[config.mk]
export PLATFORM = sky130hd
export DESIGN_NAME = vexriscv_bus_arbiter_flat
export DESIGN_NICKNAME = d
export VERILOG_FILES = /design/src/rtl/vexriscv_soc_pkg.sv /design/src/rtl/vexriscv_bus_arbiter_if.sv /design/src/rtl/vexriscv_bus_lanes.sv /design/src/rtl/vexriscv_bus_arbiter.sv /design/src/flat_wrapper.sv
export SDC_FILE = /design/constraint.sdc
export NUM_CORES = 1
export LEC_CHECK = 0
export BUFFER_PORTS_ARGS = -buffer_cell sky130_fd_sc_hd__buf_2
export CAP_MARGIN = 20
export CORE_AREA = 2 2 102 104
export CTS_CLUSTER_DIAMETER = 50
export DETAILED_ROUTE_END_ITERATION = 12
export DIE_AREA = 0 0 104 106
export GPL_TIMING_DRIVEN = 1
export PLACE_DENSITY = 0.52
export SLEW_MARGIN = 20
export SYNTH_ARGS = -nofsm -noshare
export SYNTH_HDL_FRONTEND = slang
export SYNTH_SLANG_ARGS = --single-unit
[constraint.sdc]
create_clock -name clk -period 2.9 [get_ports clk]
set_input_delay 0.29 -clock clk [delete_from_list [all_inputs] [get_ports clk]]
set_output_delay 0.29 -clock clk [all_outputs]
set_load 0.005 [all_outputs]
[src/rtl/vexriscv_soc_pkg.sv]
// Shared types for the VexRiscv SoC bus fabric: arbiter FSM states, access
// size encodings and response-owner encoding.
package vexriscv_soc_pkg;

  typedef enum logic [1:0] {
    IDLE     = 2'd0,
    WAIT_RSP = 2'd1,
    ERR_RSP  = 2'd2
  } state_t;

  typedef enum logic [1:0] {
    SIZE_BYTE = 2'd0,
    SIZE_HALF = 2'd1,
    SIZE_WORD = 2'd2,
    SIZE_BAD  = 2'd3
  } size_t;

  typedef enum logic {
    OWNER_DBUS = 1'b0,
    OWNER_IBUS = 1'b1
  } owner_t;

endpackage

[src/rtl/vexriscv_bus_arbiter_if.sv]
// CPU iBus/dBus and shared memory port bundle. The slave modport is the
// arbiter's view; the master modport is the CPU-plus-memory side.
interface vexriscv_bus_arbiter_if #(
  parameter int MEM_AW = 20
);
  logic              ibus_cmd_valid;
  logic              ibus_cmd_ready;
  logic [31:0]       ibus_cmd_pc;
  logic              ibus_rsp_valid;
  logic              ibus_rsp_error;
  logic [31:0]       ibus_rsp_inst;

  logic              dbus_cmd_valid;
  logic              dbus_cmd_ready;
  logic              dbus_cmd_wr;
  logic [31:0]       dbus_cmd_address;
  logic [31:0]       dbus_cmd_data;
  logic [1:0]        dbus_cmd_size;
  logic              dbus_rsp_ready;
  logic              dbus_rsp_error;
  logic [31:0]       dbus_rsp_data;

  logic              mem_cmd_valid;
  logic              mem_cmd_ready;
  logic              mem_cmd_wr;
  logic [MEM_AW-1:0] mem_cmd_addr;
  logic [31:0]       mem_cmd_wdata;
  logic [3:0]        mem_cmd_mask;
  logic              mem_rsp_valid;
  logic [31:0]       mem_rsp_rdata;

  modport slave (
    input  ibus_cmd_valid, ibus_cmd_pc,
    output ibus_cmd_ready, ibus_rsp_valid, ibus_rsp_error, ibus_rsp_inst,
    input  dbus_cmd_valid, dbus_cmd_wr, dbus_cmd_address, dbus_cmd_data, dbus_cmd_size,
    output dbus_cmd_ready, dbus_rsp_ready, dbus_rsp_error, dbus_rsp_data,
    output mem_cmd_valid, mem_cmd_wr, mem_cmd_addr, mem_cmd_wdata, mem_cmd_mask,
    input  mem_cmd_ready, mem_rsp_valid, mem_rsp_rdata
  );

  modport master (
    output ibus_cmd_valid, ibus_cmd_pc,
    input  ibus_cmd_ready, ibus_rsp_valid, ibus_rsp_error, ibus_rsp_inst,
    output dbus_cmd_valid, dbus_cmd_wr, dbus_cmd_address, dbus_cmd_data, dbus_cmd_size,
    input  dbus_cmd_ready, dbus_rsp_ready, dbus_rsp_error, dbus_rsp_data,
    input  mem_cmd_valid, mem_cmd_wr, mem_cmd_addr, mem_cmd_wdata, mem_cmd_mask,
    output mem_cmd_ready, mem_rsp_valid, mem_rsp_rdata
  );

endinterface

[src/rtl/vexriscv_bus_lanes.sv]
// Combinational byte-lane steering: word address, byte mask, replicated write
// data, and alignment / address-range error for one bus request.
module vexriscv_bus_lanes
  import vexriscv_soc_pkg::*;
#(
  parameter int MEM_AW = 20
) (
  input  logic [31:0]       addr,
  input  size_t             size,
  input  logic [31:0]       wdata,
  output logic [MEM_AW-1:0] word_addr,
  output logic [3:0]        mask,
  output logic [31:0]       wdata_lanes,
  output logic              error
);

  logic range_err;
  logic align_err;

  assign word_addr = addr[MEM_AW+1:2];
  assign range_err = (addr >> (MEM_AW + 2)) != 32'd0;

  always_comb begin
    case (size)
      SIZE_BYTE: align_err = 1'b0;
      SIZE_HALF: align_err = addr[0];
      SIZE_WORD: align_err = addr[1] | addr[0];
      default:   align_err = 1'b1;
    endcase
  end

  assign error = range_err | align_err;

  // Narrow writes are replicated so the enabled lane always sees the datum.
  genvar gi;
  for (gi = 0; gi < 4; gi++) begin : g_lane
    assign mask[gi] = (size == SIZE_WORD)
                    | ((size == SIZE_HALF) & (addr[1] == 1'(gi / 2)))
                    | ((size == SIZE_BYTE) & (addr[1:0] == 2'(gi)));
    assign wdata_lanes[gi*8 +: 8] = (size == SIZE_BYTE) ? wdata[7:0] :
                                    (size == SIZE_HALF) ? wdata[(gi % 2)*8 +: 8] :
                                                          wdata[gi*8 +: 8];
  end

endmodule

[src/rtl/vexriscv_bus_arbiter.sv]
// Shares one single-port memory between VexRiscv iBus and dBus with at most one
// read in flight. Define BUS_ARB_RR_EN for round-robin instead of dBus priority.
module vexriscv_bus_arbiter
  import vexriscv_soc_pkg::*;
#(
  parameter int MEM_AW = 20
) (
  input logic                   clk,
  input logic                   reset_n,
  vexriscv_bus_arbiter_if.slave bus
);

  state_t            state;
  state_t            state_next;
  owner_t            owner;
  logic              grant_d;
  logic              grant_i;
  logic              any_grant;
  logic              accept;
  logic              is_read;
  logic              deliver;
  logic [31:0]       sel_addr;
  size_t             sel_size;
  logic [MEM_AW-1:0] lane_word_addr;
  logic [3:0]        lane_mask;
  logic [31:0]       lane_wdata;
  logic              lane_err;

`ifdef BUS_ARB_RR_EN
  owner_t prio;

  // Priority flips to the other requester after every accepted command.
  always_ff @(posedge clk or negedge reset_n) begin
    if (!reset_n) begin
      prio <= OWNER_DBUS;
    end else if (accept) begin
      prio <= grant_d ? OWNER_IBUS : OWNER_DBUS;
    end
  end
`endif

  always_comb begin
    grant_d = 1'b0;
    grant_i = 1'b0;
    if (state == IDLE) begin
`ifdef BUS_ARB_RR_EN
      if (bus.dbus_cmd_valid && bus.ibus_cmd_valid) begin
        grant_d = (prio == OWNER_DBUS);
        grant_i = (prio == OWNER_IBUS);
      end else begin
        grant_d = bus.dbus_cmd_valid;
        grant_i = bus.ibus_cmd_valid;
      end
`else
      grant_d = bus.dbus_cmd_valid;
      grant_i = bus.ibus_cmd_valid & ~bus.dbus_cmd_valid;
`endif
    end
  end

  always_comb begin
    sel_addr = grant_d ? bus.dbus_cmd_address : bus.ibus_cmd_pc;
    sel_size = grant_d ? size_t'(bus.dbus_cmd_size) : SIZE_WORD;
  end

  assign is_read   = ~(grant_d & bus.dbus_cmd_wr);
  assign any_grant = grant_d | grant_i;
  // Faulty commands complete locally, so they never wait on the memory.
  assign accept    = reset_n & any_grant & (lane_err | bus.mem_cmd_ready);

  vexriscv_bus_lanes #(.MEM_AW(MEM_AW)) u_lanes (
    .addr        (sel_addr),
    .size        (sel_size),
    .wdata       (bus.dbus_cmd_data),
    .word_addr   (lane_word_addr),
    .mask        (lane_mask),
    .wdata_lanes (lane_wdata),
    .error       (lane_err)
  );

  always_ff @(posedge clk or negedge reset_n) begin
    if (!reset_n) begin
      state <= IDLE;
    end else begin
      state <= state_next;
    end
  end

  always_comb begin
    state_next = state;
    case (state)
      IDLE: begin
        if (accept && is_read) begin
          state_next = lane_err ? ERR_RSP : WAIT_RSP;
        end
      end
      WAIT_RSP: begin
        if (bus.mem_rsp_valid) begin
          state_next = IDLE;
        end
      end
      default: state_next = IDLE;
    endcase
  end

  always_ff @(posedge clk or negedge reset_n) begin
    if (!reset_n) begin
      owner <= OWNER_DBUS;
    end else if (accept && is_read) begin
      owner <= grant_i ? OWNER_IBUS : OWNER_DBUS;
    end
  end

  always_comb begin
    deliver            = ((state == WAIT_RSP) && bus.mem_rsp_valid) || (state == ERR_RSP);
    bus.ibus_cmd_ready = grant_i & accept;
    bus.dbus_cmd_ready = grant_d & accept;
    bus.mem_cmd_valid  = reset_n & any_grant & ~lane_err;
    bus.mem_cmd_wr     = ~is_read;
    bus.mem_cmd_addr   = lane_word_addr;
    bus.mem_cmd_mask   = lane_mask;
    bus.mem_cmd_wdata  = lane_wdata;
    bus.ibus_rsp_valid = deliver && (owner == OWNER_IBUS);
    bus.ibus_rsp_error = bus.ibus_rsp_valid && (state == ERR_RSP);
    bus.ibus_rsp_inst  = (bus.ibus_rsp_valid && (state == WAIT_RSP)) ? bus.mem_rsp_rdata : 32'd0;
    bus.dbus_rsp_ready = deliver && (owner == OWNER_DBUS);
    bus.dbus_rsp_error = bus.dbus_rsp_ready && (state == ERR_RSP);
    bus.dbus_rsp_data  = (bus.dbus_rsp_ready && (state == WAIT_RSP)) ? bus.mem_rsp_rdata : 32'd0;
  end

endmodule

[src/flat_wrapper.sv]
// flat-port wrapper written by rule: the top's interface ports become plain ports
module vexriscv_bus_arbiter_flat import vexriscv_soc_pkg::*;
#(
  parameter int MEM_AW = 20
)
  (clk, reset_n, bus_ibus_cmd_valid, bus_ibus_cmd_pc, bus_ibus_cmd_ready, bus_ibus_rsp_valid, bus_ibus_rsp_error, bus_ibus_rsp_inst, bus_dbus_cmd_valid, bus_dbus_cmd_wr, bus_dbus_cmd_address, bus_dbus_cmd_data, bus_dbus_cmd_size, bus_dbus_cmd_ready, bus_dbus_rsp_ready, bus_dbus_rsp_error, bus_dbus_rsp_data, bus_mem_cmd_valid, bus_mem_cmd_wr, bus_mem_cmd_addr, bus_mem_cmd_wdata, bus_mem_cmd_mask, bus_mem_cmd_ready, bus_mem_rsp_valid, bus_mem_rsp_rdata);
  vexriscv_bus_arbiter_if #(.MEM_AW(MEM_AW)) bus_i ();
  input logic clk;
  input logic reset_n;
  input wire logic [$bits(bus_i.ibus_cmd_valid)-1:0] bus_ibus_cmd_valid;
  input wire logic [$bits(bus_i.ibus_cmd_pc)-1:0] bus_ibus_cmd_pc;
  output wire logic [$bits(bus_i.ibus_cmd_ready)-1:0] bus_ibus_cmd_ready;
  output wire logic [$bits(bus_i.ibus_rsp_valid)-1:0] bus_ibus_rsp_valid;
  output wire logic [$bits(bus_i.ibus_rsp_error)-1:0] bus_ibus_rsp_error;
  output wire logic [$bits(bus_i.ibus_rsp_inst)-1:0] bus_ibus_rsp_inst;
  input wire logic [$bits(bus_i.dbus_cmd_valid)-1:0] bus_dbus_cmd_valid;
  input wire logic [$bits(bus_i.dbus_cmd_wr)-1:0] bus_dbus_cmd_wr;
  input wire logic [$bits(bus_i.dbus_cmd_address)-1:0] bus_dbus_cmd_address;
  input wire logic [$bits(bus_i.dbus_cmd_data)-1:0] bus_dbus_cmd_data;
  input wire logic [$bits(bus_i.dbus_cmd_size)-1:0] bus_dbus_cmd_size;
  output wire logic [$bits(bus_i.dbus_cmd_ready)-1:0] bus_dbus_cmd_ready;
  output wire logic [$bits(bus_i.dbus_rsp_ready)-1:0] bus_dbus_rsp_ready;
  output wire logic [$bits(bus_i.dbus_rsp_error)-1:0] bus_dbus_rsp_error;
  output wire logic [$bits(bus_i.dbus_rsp_data)-1:0] bus_dbus_rsp_data;
  output wire logic [$bits(bus_i.mem_cmd_valid)-1:0] bus_mem_cmd_valid;
  output wire logic [$bits(bus_i.mem_cmd_wr)-1:0] bus_mem_cmd_wr;
  output wire logic [$bits(bus_i.mem_cmd_addr)-1:0] bus_mem_cmd_addr;
  output wire logic [$bits(bus_i.mem_cmd_wdata)-1:0] bus_mem_cmd_wdata;
  output wire logic [$bits(bus_i.mem_cmd_mask)-1:0] bus_mem_cmd_mask;
  input wire logic [$bits(bus_i.mem_cmd_ready)-1:0] bus_mem_cmd_ready;
  input wire logic [$bits(bus_i.mem_rsp_valid)-1:0] bus_mem_rsp_valid;
  input wire logic [$bits(bus_i.mem_rsp_rdata)-1:0] bus_mem_rsp_rdata;
  assign bus_i.ibus_cmd_valid = bus_ibus_cmd_valid;
  assign bus_i.ibus_cmd_pc = bus_ibus_cmd_pc;
  assign bus_ibus_cmd_ready = bus_i.ibus_cmd_ready;
  assign bus_ibus_rsp_valid = bus_i.ibus_rsp_valid;
  assign bus_ibus_rsp_error = bus_i.ibus_rsp_error;
  assign bus_ibus_rsp_inst = bus_i.ibus_rsp_inst;
  assign bus_i.dbus_cmd_valid = bus_dbus_cmd_valid;
  assign bus_i.dbus_cmd_wr = bus_dbus_cmd_wr;
  assign bus_i.dbus_cmd_address = bus_dbus_cmd_address;
  assign bus_i.dbus_cmd_data = bus_dbus_cmd_data;
  assign bus_i.dbus_cmd_size = bus_dbus_cmd_size;
  assign bus_dbus_cmd_ready = bus_i.dbus_cmd_ready;
  assign bus_dbus_rsp_ready = bus_i.dbus_rsp_ready;
  assign bus_dbus_rsp_error = bus_i.dbus_rsp_error;
  assign bus_dbus_rsp_data = bus_i.dbus_rsp_data;
  assign bus_mem_cmd_valid = bus_i.mem_cmd_valid;
  assign bus_mem_cmd_wr = bus_i.mem_cmd_wr;
  assign bus_mem_cmd_addr = bus_i.mem_cmd_addr;
  assign bus_mem_cmd_wdata = bus_i.mem_cmd_wdata;
  assign bus_mem_cmd_mask = bus_i.mem_cmd_mask;
  assign bus_i.mem_cmd_ready = bus_mem_cmd_ready;
  assign bus_i.mem_rsp_valid = bus_mem_rsp_valid;
  assign bus_i.mem_rsp_rdata = bus_mem_rsp_rdata;
  vexriscv_bus_arbiter #(.MEM_AW(MEM_AW)) u_core (.clk(clk), .reset_n(reset_n), .bus(bus_i));
endmodule
==> impl_metrics.csv, run 1 <==
group,metric,value,unit
power,p_total,0.475,mW
synthesis,dominantRegCellSynth,"dfrtp_1",
drt,route.met2.wl,3790,um
job,cap_violations,0,
critical_path,critical_path_class,"register to output pin",
cells_and_area,fill_cells,1150,
drt,drt.antenna.violating_nets,0,
cells_and_area,final_layout_size_suffix_gt1_frac,0.595,
drt,routed_wire_length_per_instance,11.6,um
die,die_area,0.0110,mm^2
timing,finalMaxSlewViolations,0,
cells_and_area,layout_common_cells,"buf_2, and2_1, nand2_1",
synthesis,yosysTopAreaCellShare,0.269,
timing,achievable-frequency,399,MHz
drt,drt-vias-per-instance,4.03,
placement,hpwl,6450,um
drt,route.final.wire_length,7340,um
timing,min_period_over_period,0.863,
timing,relative_slew_slack,0.439,
clock_tree,path_clk_slew,30,ps
global_routing,grt_usage,0.122,
synthesis,avgSynthCellArea,6.14,um^2
placement,placedInstanceArea,0.00291,mm^2
timing,clock_skew,0.893,ps
drt,detailroute.via_count,2548,
cells_and_area,seq_area,75.1,um^2
synthesis,gate_count_post_synth,250,
global_routing,grt_antenna_before_repair,0,
drt,dr.max_layer_used,"met4",
cells_and_area,multi_input_area,0.00131,mm^2
synthesis,post-synth-top-area-cell,"and2_1",
timing,hold_viol,0,
cells_and_area,n_antenna_cell,0,
synthesis,synth-edff-count,0,
critical_path,cp.arrival,2210,ps
drt,detail_route.first_pass.iterations,4,
clock_tree,cts_tree,"done",
clock_tree,tritoncts.num_buffers,3,
clock_tree,h-tree-depth,1,
timing,rsz0062_at_grt,"false",
global_routing,grt_start_max_net_pins,34,
cells_and_area,fin_util,0.296,
clock_tree,cts_resized,0,
die,die_width,104,um
clock_tree,worst_skew_pair.late_latency,210,ps
die,rows,37,
global_routing,global_route.overflow_total,0,
global_routing,grt_pass1_wl,11400,um
synthesis,mapped_cell_area,0.00153,mm^2
power,power_leakage,1.88,nW
drt,route.layer.met1.wl,2850,um
timing,final_period_minus_worst_setup_slack,2500,ps
cells_and_area,finish.instance_area,0.00296,mm^2
global_routing,first_global_vias,2389,
critical_path,path_max_fanout,24,
synthesis,ys.warnings.count,0,
cells_and_area,final_common_cell,"buf_2",
clock_tree,cts_max_path_buffers,2,
clock_tree,cts.sinks,3,
critical_path,worstSetupStartpointType,"register",
critical_path,critical_path_required_time,2610,ps
drt,drtIter0Drc,73,
synthesis,async_reset_ff_frac,1.00,
die,core-area,0.0100,mm^2
die,ios,265,
timing,tightest_slew,841,ps
die,vertical_die_dimension,106,um
synthesis,synth_nets,387,
power,power.density_cell_area,160,mW/mm^2
timing,timing.final.setup_violations,0,
synthesis,ys_seq_elements,3,
timing,setup_tns,0,ps
run_status,status,"completed",
critical_path,reg2reg_setup_slack,870,ps
synthesis,cell_types_occupying_the_most_area_after_synthesis,"and2_1, nand2_1, mux2_2",
cells_and_area,layout-area-overhead-vs-synth,93.2,%
power,max-vdd-ir-drop,0.102,mV
placement,finalWeightedCongestion,0.725,
drt,met3RoutedLength,602,um
synthesis,ys_seq_area_frac,0.0489,
synthesis,synth_cell_types,35,
critical_path,worstSetupEndpointType,"output pin",
drt,detail_route.drc_violations,0,
cells_and_area,nets,634,
min_path,hp-class,"input pin to register",
die,initial_core_util,0.153,
clock_tree,clock-root-buffer,"clkbuf_8",
placement,port-buffer-count,264,
[per-stage QoR]
stage / hold WS, ps / std cells / worst slack, ps
5_1_grt: 452 / 632 / 248
4_1_cts: 431 / 632 / 379
3_5_place_dp: 120 / 627 / 623
3_3_place_gp: 117 / 627 / 643
6_report: 431 / 632 / 396
2_1_floorplan: -5.59 / 250 / 965
[path summary, 6_finish.rpt]
path / from / end / cells after the start
hold / removal: bus_mem_rsp_valid / u_core.state[0]$_DFFE_PN0P_ / 3
setup / recovery: u_core.state[1]$_DFFE_PN0P_ / bus_mem_cmd_wdata[17] / 4
setup reg to reg: u_core.state[1]$_DFFE_PN0P_ / u_core.owner$_DFFE_PN0P_ / 5
max in group asynchronous: reset_n / u_core.state[1]$_DFFE_PN0P_ / 2
min in group asynchronous: reset_n / u_core.state[0]$_DFFE_PN0P_ / 2
hold reg to reg: u_core.owner$_DFFE_PN0P_ / u_core.owner$_DFFE_PN0P_ / 2
[worst max-delay path: stages (launching register included)]
cell	delay, ps
dfrtp_1	460
or3b_1	530
nor2_4	480
mux2_2	400
buf_2	130
[synthesized netlist by cell type (2+ instances only)]
library cell and number:
nor2_1 16, mux2i_1 8, nor4b_1 3, and3_1 2, or2_2 3, nand2_1 62
a21oi_1 11, o21ai_0 8, and2_1 66, buf_2 4, mux2_2 16, buf_4 9
clkbuf_1 10, dfrtp_1 3, nor4_1 6, inv_1 4
[report_power, final]
group	switching [mW]	leakage [nW]	internal, mW
Clock	0.0270	0.0228	0.0937
Combinational	0.140	1.81	0.163
Sequential	0.00542	0.0398	0.0453
[layout make-up]
cell class / count / area share
Clock buffer: 4 / 0.0152
Timing Repair Buffer: 268 / 0.457
Inverter: 4 / 0.00507
Sequential cell: 3 / 0.0253
Tap cell: 136 / 0.0574
Multi-Input combinational cell: 217 / 0.440
[flip-flops by register name (all words and copies together), names as in the netlist]
name and flops:
u_core.state 2, u_core.owner 1
[logic make-up after synthesis]
logic type,after synthesis,synth area share
compound gates,25,0.0938
buf+inv,30,0.104
flops,3,0.0489
mux,24,0.170
simple gates,168,0.583
[metal layers]
layer | up-vias | GRT usage
met2 | 127 | 0.232
met3 | 6 | 0.0270
li1 | 1301 | -
met4 | 0 | 0.0222
met5 | - | 0
met1 | 1114 | 0.141
[timing repair]
item,4_1_cts,5_1_grt
hold buffers,1,0
buffers inserted,0,0
endpoints found under the setup margin,0,0
endpoints found under the hold margin,3,0
Power figures use the tool's default switching activity.
==> run 2, diff against run 1 <==
==> constraint.sdc (replaced) <==
create_clock -name clk -period 2.9 [get_ports clk]
set_input_delay 0.58 -clock clk [delete_from_list [all_inputs] [get_ports clk]]
set_output_delay 0.58 -clock clk [all_outputs]
set_load 0.005 [all_outputs]
==> impl_metrics.csv, run 2 (synthesized netlist as in run 1, its figures left out) <==
group,metric,value,unit
drt,route.final.wire_length,7260,um
min_path,hp-class,"input pin to async pin",
job,cap_violations,0,
drt,drt-vias-per-instance,4.06,
timing,rsz0062_at_grt,"false",
cells_and_area,final_layout_size_suffix_gt1_frac,0.601,
clock_tree,cts.sinks,3,
timing,achievable-frequency,366,MHz
critical_path,timing.critical_path.cells,"or3b_1, nor3_4, mux2_2, buf_2",
placement,hpwl,6420,um
critical_path,critical_path_required_time,2320,ps
run_status,status,"completed",
cells_and_area,finish.instance_area,0.00300,mm^2
clock_tree,tritoncts.num_buffers,3,
drt,drtIter0Drc,87,
timing,final_period_minus_worst_setup_slack,2730,ps
cells_and_area,layout-area-overhead-vs-synth,95.5,%
cells_and_area,layout_common_cells,"buf_2, and2_1, nand2_1",
timing,finalMaxSlewViolations,0,
critical_path,cp.arrival,2150,ps
die,die_area,0.0110,mm^2
placement,placedInstanceArea,0.00295,mm^2
die,ios,265,
critical_path,worstSetupEndpointType,"output pin",
cells_and_area,n_antenna_cell,0,
cells_and_area,number_of_flip_flops_under_the_largest_register_name,2,
critical_path,critical_path_cell_count,4,
global_routing,grt_usage,0.120,
placement,port-buffer-count,264,
global_routing,grt_pass1_wl,11200,um
clock_tree,cts_hold_repair.buffers,0,
power,p_total,0.474,mW
critical_path,reg2reg_setup_slack,1180,ps
power,max-vdd-ir-drop,0.0791,mV
critical_path,reg2reg_end,"u_core.owner$_DFFE_PN0P_",
critical_path,r2r.worst_path.cells,4,
timing,setup_tns,0,ps
die,rows,37,
global_routing,global_route.overflow_total,0,
clock_tree,cts_resized,0,
timing,hold_viol,0,
critical_path,worstSetupStartpointType,"register",
critical_path,critical-path-top-delay-family,"simple AND/OR/NAND/NOR gates",
clock_tree,path_clk_slew,30,ps
power,power_leakage,1.90,nW
drt,drt.antenna.violating_nets,0,
global_routing,grt_start_max_net_pins,34,
clock_tree,cts_max_path_buffers,2,
timing,tightest_slew,457,ps
critical_path,critical_path.reg2reg.startpoint,"u_core.state[1]$_DFFE_PN0P_",
power,power.density_cell_area,158,mW/mm^2
cells_and_area,fill_cells,1132,
global_routing,first_global_vias,2416,
drt,routed_wire_length_per_instance,11.4,um
cells_and_area,nets,639,
critical_path,slowest_stage,"or3b_1",
die,initial_core_util,0.153,
clock_tree,cts_setup_buffers,0,
clock_tree,h-tree-depth,1,
die,die_width,104,um
cells_and_area,reg_top3,"u_core.state: 2 flops, u_core.owner: 1 flops",
cells_and_area,final_common_cell,"buf_2",
critical_path,crit_end,"bus_mem_cmd_wdata[10]",
drt,detail_route.drc_violations,0,
timing,timing.hold.ws,183,ps
placement,pre_cts_worst_setup_slack,183,ps
timing,relative_slew_slack,0.693,
die,core-area,0.0100,mm^2
critical_path,setup.worst_path.start,"u_core.state[1]$_DFFE_PN0P_",
cells_and_area,final_cells,637,
clock_tree,cts_tree,"done",
critical_path,max_stage_delay,550,ps
drt,detail_route.first_pass.iterations,5,
timing,min_period_over_period,0.941,
timing,timing.final.setup_violations,0,
critical_path,path_max_fanout,9,
critical_path,timing.critical_path.buf_inv,1,
placement,finalWeightedCongestion,0.725,
clock_tree,clock-root-buffer,"clkbuf_8",
clock_tree,worst_skew_pair.late_latency,210,ps
timing,clock_skew,2.28,ps
cells_and_area,fin_util,0.300,
global_routing,grt_antenna_before_repair,0,
cells_and_area,registers.top_by_ff_count,"u_core.state",
timing,setup_ws,170,ps
die,vertical_die_dimension,106,um
placement,placed_cells_incl_taps,633,
critical_path,critical_path_class,"register to output pin",
drt,detailroute.via_count,2585,
==> run 2: how the worst min path moves through the flow <==
stage	start	to	slack, ps	cells past startpoint
2_1_floorplan	reset_n	u_core.owner$_DFFE_PN0P_	280	0
3_3_place_gp	reset_n	u_core.state[0]$_DFFE_PN0P_	400	1
3_5_place_dp	reset_n	u_core.state[0]$_DFFE_PN0P_	400	1
4_1_cts	reset_n	u_core.state[0]$_DFFE_PN0P_	180	1
5_1_grt	reset_n	u_core.state[0]$_DFFE_PN0P_	180	1
6_report	reset_n	u_core.state[0]$_DFFE_PN0P_	180	1
==> run 2: final cells by class <==
class,count,area [um^2],area share
Tap cell,136,170,0.0567
Clock buffer,4,45.0,0.0150
Inverter,4,15.0,0.00501
Multi-Input combinational cell,217,1310,0.435
Sequential cell,3,75.1,0.0250
Timing Repair Buffer,273,1390,0.463
==> run 2: worst register-to-register path: cells and delay by family (launching register included) <==
| kind | cells | cell delay [ps] |
|---|---|---|
| AOI/OAI and AO/OA | 2 | 350 |
| DFF | 1 | 460 |
| and+or+nand+nor | 2 | 780 |
==> run 2: where the power goes <==
| group | internal [mW] | leakage, nW | switching, mW |
|---|---|---|---|
| sequential | 0.0453 | 0.0398 | 0.00554 |
| combinational | 0.166 | 1.84 | 0.140 |
| clock | 0.0934 | 0.0228 | 0.0241 |
| total | 0.305 | 1.90 | 0.169 |
==> run 2: per-layer routing <==
layer / track usage / vias up / share of wire
li1: - / 1311 / -
met1: 0.132 / 1128 / 0.38
met2: 0.237 / 140 / 0.53
met3: 0.0282 / 6 / 0.085
met4: 0.0183 / 0 / 0.0073
met5: 0 / - / 0
